==> config.mk <==
export PLATFORM = sky130hd
export DESIGN_NAME = seq_101_tx
export DESIGN_NICKNAME = d
export VERILOG_FILES = /design/src/rtl/seq_101_tx.sv
export SDC_FILE = /design/constraint.sdc
export NUM_CORES = 1
export LEC_CHECK = 0
export CELL_PAD_IN_SITES_DETAIL_PLACEMENT = 1
export CELL_PAD_IN_SITES_GLOBAL_PLACEMENT = 1
export CORE_MARGIN = 5
export CORE_UTILIZATION = 40
export CTS_BUF_LIST = sky130_fd_sc_hd__clkbuf_8
export CTS_CLUSTER_DIAMETER = 200
export DETAILED_ROUTE_END_ITERATION = 16
export GPL_TIMING_DRIVEN = 0
export HOLD_SLACK_MARGIN = 0.15
export MAX_ROUTING_LAYER = met4
export PLACE_DENSITY = 0.8
export SLEW_MARGIN = 20
export SYNTH_ARGS = -nofsm -noshare
export SYNTH_HDL_FRONTEND = slang
export SYNTH_SLANG_ARGS = --single-unit
export TNS_END_PERCENT = 30
==> constraint.sdc <==
create_clock -name clk -period 2.1 [get_ports clk]
set_clock_uncertainty 0.2 [all_clocks]
set_input_delay 0.63 -clock clk [delete_from_list [all_inputs] [get_ports clk]]
set_output_delay 0.63 -clock clk [all_outputs]
set_load 0.005 [all_outputs]
==> src/rtl/seq_101_tx.sv <==
// seq_101_tx: serial frame transmitter for the 101 sequence-detect link.
// Each frame on the line is the preamble 1,0,1, then WIDTH payload bits MSB
// first, then a single 0 stop bit. The line idles at 0.
// Optional macro SEQ_101_TX_STUFF_EN: inserts a 0 whenever the last two line
// bits are 1,0 and the next payload bit is 1. With it, 101 can appear on the
// line only as a preamble.
module seq_101_tx #(
    parameter int WIDTH = 8
) (
    input  logic             clk,
    input  logic             rst,
    input  logic             tx_valid,
    input  logic [WIDTH-1:0] tx_data,
    output logic             tx_ready,
    output logic             data_out,
    output logic             frame_start,
    output logic             frame_done
);
    localparam int CW = $clog2(WIDTH + 1);
    localparam logic [CW-1:0] LAST = CW'(WIDTH);
    localparam logic [CW-1:0] ONE  = CW'(1);

    typedef enum logic [1:0] {IDLE, PRE, DATA, STOP} state_t;

    // r_state names the bit that is on the line now. Each edge decides the
    // next line bit, which keeps every output registered.
    state_t           r_state;
    logic [1:0]       r_pcnt;
    logic [CW-1:0]    r_bcnt;
    logic [WIDTH-1:0] r_shift;
    logic             r_data_out;
    logic             r_frame_start;
    logic             r_frame_done;
    logic             w_msb;
    logic             w_stuff;

    assign w_msb = r_shift[WIDTH-1];

`ifdef SEQ_101_TX_STUFF_EN
    // r_hist holds the last two line bits, with the older bit in [1].
    logic [1:0] r_hist;
    assign w_stuff = (r_hist == 2'b10) && w_msb;
`else
    assign w_stuff = 1'b0;
`endif

    assign tx_ready    = (r_state == IDLE);
    assign data_out    = r_data_out;
    assign frame_start = r_frame_start;
    assign frame_done  = r_frame_done;

    // Frame FSM: handshake, preamble, payload with optional stuffing, stop
    always_ff @(posedge clk or posedge rst) begin
        if (rst) begin
            r_state       <= IDLE;
            r_pcnt        <= '0;
            r_bcnt        <= '0;
            r_shift       <= '0;
            r_data_out    <= 1'b0;
            r_frame_start <= 1'b0;
            r_frame_done  <= 1'b0;
`ifdef SEQ_101_TX_STUFF_EN
            r_hist        <= '0;
`endif
        end else begin
            r_frame_start <= 1'b0;
            r_frame_done  <= 1'b0;
            case (r_state)
                IDLE: begin
                    r_data_out <= 1'b0;
                    if (tx_valid) begin
                        r_shift       <= tx_data;
                        r_pcnt        <= '0;
                        r_bcnt        <= '0;
                        r_data_out    <= 1'b1;
                        r_frame_start <= 1'b1;
                        r_state       <= PRE;
                    end
                end
                PRE: begin
                    if (r_pcnt == 2'd2) begin
                        // The preamble ends with 0,1, so the history would
                        // be 01. That value can never trigger a stuff, so
                        // the first payload bit always goes out directly.
                        r_data_out <= w_msb;
                        r_shift    <= {r_shift[WIDTH-2:0], 1'b0};
                        r_bcnt     <= ONE;
                        r_state    <= DATA;
`ifdef SEQ_101_TX_STUFF_EN
                        r_hist     <= {1'b1, w_msb};
`endif
                    end else begin
                        // The preamble bit after position 0 is 0 and the
                        // bit after position 1 is 1.
                        r_data_out <= r_pcnt[0];
                        r_pcnt     <= r_pcnt + 2'd1;
                    end
                end
                DATA: begin
                    if (r_bcnt == LAST) begin
                        r_data_out   <= 1'b0;
                        r_frame_done <= 1'b1;
                        r_state      <= STOP;
                    end else if (w_stuff) begin
                        // Send an inserted 0. The payload bit is held for
                        // the next cycle.
                        r_data_out <= 1'b0;
`ifdef SEQ_101_TX_STUFF_EN
                        r_hist     <= 2'b00;
`endif
                    end else begin
                        r_data_out <= w_msb;
                        r_shift    <= {r_shift[WIDTH-2:0], 1'b0};
                        r_bcnt     <= r_bcnt + ONE;
`ifdef SEQ_101_TX_STUFF_EN
                        r_hist     <= {r_hist[0], w_msb};
`endif
                    end
                end
                STOP: begin
                    r_data_out <= 1'b0;
                    r_state    <= IDLE;
                end
                default: begin
                    r_data_out <= 1'b0;
                    r_state    <= IDLE;
                end
            endcase
        end
    end
endmodule

### Yosys cells after proc, flatten, opt, wreduce, memory -nomap -nowiden

Index checks and enable logic that the tools add are counted.
Widths: inputs -> output; s select.

* output and inout port bits: 4
* register bits: 19

* equal/unequal tests: 10
* mux-type cells: 22
* add/sub/neg operators: 2
* reduce and logical (&&, ||, !) cells: 6

Operators with widths (count)
* $mux 8: 3
* $pmux 8 s3: 1
* $mux 4: 3
* $pmux 4 s3: 1
* $mux 2: 5
* $ne 2x2->1 const B: 5
* $pmux 2 s4: 1
* $eq 2x2->1 const B: 3
* $mux 1: 6
* $reduce_and 3->1: 2
* $add 4x1->4 const B: 1
* $eq 4x4->1 const B: 1
* $pmux 1 s4: 1
* $pmux 2 s2: 1
* $reduce_and 4->1: 1
* $reduce_bool 3->1: 1
* $add 2x1->2 const B: 1
* $eq 2x1->1 const B: 1
* $logic_not 2->1: 1
* $reduce_bool 2->1: 1

### Logic depth before layout (Yosys ltp)

* word-level depth: 3
* mapped depth: 7
* gate-level depth less buffers: 5

### Worst setup path before layout

No wires, ideal clock.

* kind: register -> register
* start: register r_state[0]
* end: register r_shift[0]
* arrival time: 1.844 ns
* required time: 1.775 ns
* path slack: -0.069 ns
* stages on the path, launching flop included: 7
* buffers on the path: 1
* cells stage by stage: dfrtp_1 -> inv_1 -> ha_1 -> nor2b_1 -> buf_2 -> nor4_4 -> mux2_2

* word-level cells in the longest chain between the ends: 3
* elaborated cells on any way between the ends: 9
* those cells by class: eq/ne (5); mux (1); reduce/logical (3)

RTL lines
* start, declared: line 27 `state_t r_state;`
* start signal, assigned: line 55 `r_state <= IDLE;`
* start signal, assigned: line 77 `r_state <= PRE;`
* start signal, assigned: line 88 `r_state <= DATA;`
* $logic_not 2->1 *
* named net tx_ready: line 14 `output logic tx_ready,`
* $ne 2x2->1 (no line) or $reduce_bool 3->1 (tied branches)
* $reduce_and 4->1 (no line)
* end signal, assigned: line 72 `r_shift <= tx_data;`
* end signal, assigned: line 86 `r_shift <= {r_shift[WIDTH-2:0], 1'b0};`
* end signal, assigned: line 113 `r_shift <= {r_shift[WIDTH-2:0], 1'b0};`
* end, declared: line 30 `logic [WIDTH-1:0] r_shift;`

The timed path passes the listed nets; every way through them passes the cells marked *.
A chain may end at the register's enable or synchronous reset.

### Worst setup path in the final report

* start: register r_state[1]
* end: output port tx_ready

* word-level cells in the longest chain between the ends: 1

RTL lines
* $logic_not 2->1: line 47 `assign tx_ready = (r_state == IDLE);`
* end, declared: line 14

Every way passes these cells.

==> run metrics <==
status=finished clean; Largest delay share family, worst path=flip-flops; Worst path max stage delay=between 400 and 500 ps; die span in x=63.47 µm; Yosys reg bits=19; critical path class=register to output pin; DR pass1 iterations=4; peak supply drop=1.235 mV; RSZ-0062 raised after global routing=true; number of global-route vias before repair=1,039; Total Power=~2.6 mW; post-synth top area share=0.4158; synth cell count leaders=dfrtp_1 (19), mux2_2 (14), inv_1 (10); Post-Syn Instances=100; fin cells=156; global-route wire length before repair=a little over 5000 µm; r2r endpoint=r_shift[0]$_DFFE_PP0P_; clk buf depth=2; flip-flop and latch area=~480 µm²; part of the Yosys area used for sequential elements=0.4158; Worst-path clk slew=80 ps; count leader, synth=dfrtp_1; fraction of final layout cells sized beyond drive strength 1=0.3760; DRT antenna net count=0; largest cells by area after synthesis=dfrtp_1 (42%), mux2_2 (14%), ha_1 (8.8%), inv_1 (3.3%), nand2b_1 (2.2%); Inserted Clock Buffers=3; Synth-to-Final Area Change=33.81%; Final setup viols=0; Slowest cell on crit path=dfrtp_2; number of warning messages in the yosys log=0; initial antenna violation count=0; Critical Path Source Type=register; root buffer cell=clkbuf_8; Crit path buffers/inverters=2; syn_nets=119; Total GRT Usage=0.1642; Post-synth EDFFs=0; hold slack=310.7 ps; via/cell ratio=~5.8; DP Cell Count=145; H-tree Lvls=1; # clock sinks=19; LEAKAGE=roughly 0.68 nW; initial DRC count=28; Initial Util=0.4147; # nets final=145; Core Region=2758 µm²; layout filler cell count=approximately 290; Pwr per Cell Area=1714 nW/µm²; R2R Setup Slk=~70 ps; fmax=0.4908 GHz; Hold Crit Start=r_shift[0]$_DFFE_PP0P_; Yosys top cell by area=dfrtp_1; data required time of the worst path=roughly 1300 ps; Rows=19; largest net degree at the start of global routing=20; final wirelength=3042 µm; WP data arrival=1210 ps; PortBufs=14; critical-path maximum fanout=6; Worst R2R Start=r_state[0]$_DFFE_PP0P_; Synth async-reset ratio=1.000; CTS tree=yes; post-synth cell types=35; clk_lat worst skew=260 ps; Max-cap violations=0; slew of the pin with the lowest slew margin=747.6 ps; Final Hold Viols=0; Die ar.=4028 µm²; Die Y=roughly 63 µm; drt wl/cell=19.50 µm; fin util=0.5549; global placer's final weighted congestion=a little over 0.8; pins over their slew limit=0; Worst path depth=3; DR vias=904; final setup margin=between 60 and 70 ps; num ports=15; DRC=0; Worst setup EP type=output pin; Synth Cell Area=around 1100 µm²; Crit. Startpoint=r_state[1]$_DFFE_PP0P_; Multi-input gate area=706.9 µm²; critical path endpoint=tx_ready; grt ovf=0; DP HPWL=1799 µm; min-delay worst type=register to register; pre-CTS setup slack=-749.0 ps; Reg2Reg Depth=6; Final min period=between 2000 and 2500 ps; diode count=0; Avg Inst Size Synth=approximately 11 µm²; relative slew slack=0.5011; Synth Flop Type=dfrtp_1; CP Cell Sequence=inv_4 > ha_4 > clkdlybuf4s15_1; Final period util=0.9702
==> worst min-delay path by stage <==
stage | endpoint | cells past startpoint
after floorplan | r_shift[0]$_DFFE_PP0P_ | 1
after global placement | r_shift[4]$_DFFE_PP0P_ | 1
after detailed placement | r_shift[2]$_DFFE_PP0P_ | 1
after CTS | r_shift[0]$_DFFE_PP0P_ | 1
after global routing | r_shift[3]$_DFFE_PP0P_ | 1
final | r_shift[0]$_DFFE_PP0P_ | 1
==> logic make-up after synthesis <==
group,count (synthesis),share of synthesized area
fa+ha+maj,8,0.08753
simple gates,25,0.1543
buf+inv,14,0.06127
flops,19,0.4158
mux,16,0.1554
compound gates,18,0.1258
==> power breakdown <==
group / internal [mW] / total, mW / switching, mW / leakage (nW)
clock: 0.130 / 0.264 / 0.133 / 0.0269
sequential: 0.518 / 0.625 / 0.106 / 0.239
combinational: 0.975 / 1.73 / 0.759 / 0.414
==> repair_timing <==
action	CTS	global route
setup buffers	8	2
hold endpoints to repair	0	0
cloned	1	0
hold buffers	0	0
pin swaps	4	2
setup endpoints to repair	12	13
resized for setup	15	14
==> through the flow <==
step / setup TNS [ps] / instance area [µm²]
final: 0 / 1530
after global routing: 0 / 1530
after floorplan: -168.2 / 1152
after detailed placement: -7343 / 1331
after global placement: -6993 / 1331
after CTS: -116.3 / 1473
==> sequential cells by signal, indices dropped and copies added (netlist names) <==
| name | cells |
|---|---|
| data_out | 1 |
| frame_done | 1 |
| frame_start | 1 |
| r_bcnt | 4 |
| r_pcnt | 2 |
| r_shift | 8 |
| r_state | 2 |
==> layer usage <==
metal	GRT usage	part of all wire	wire, µm
met1	0.1787	0.40	1229
met2	0.2779	0.51	1561
met3	0.03552	0.039	120
met4	0.08571	0.043	130
met5	-	0	0
==> cells in the final DEF (no fill, tap or decap), drive strengths merged, types with 3 or more instances in the layout <==
cell / instances
nand2: 3
clkbuf: 3
a21oi: 3
nor2b: 4
ha: 8
dfrtp: 19
mux2: 14
clkdlybuf4s50: 12
nand2b: 4
buf: 11
inv: 11
==> area by class of cell <==
type,count,share of cell area
multi-input cells,67,0.4620
inverters,10,0.02617
clock inverters,1,0.002453
flip-flops and latches,19,0.3115
plain buffers,1,0.003271
clock buffers,3,0.02698
well taps,31,0.02535
repair buffers,24,0.1423
==> worst reg2reg max path: stages, from the launching register on <==
cell	delay, ps
dfrtp_1	420
buf_4	170
ha_4	190
nor2b_4	160
nor4_4	270
buf_4	210
mux2_4	300
Note: power is estimated with default switching activity, not from simulation.
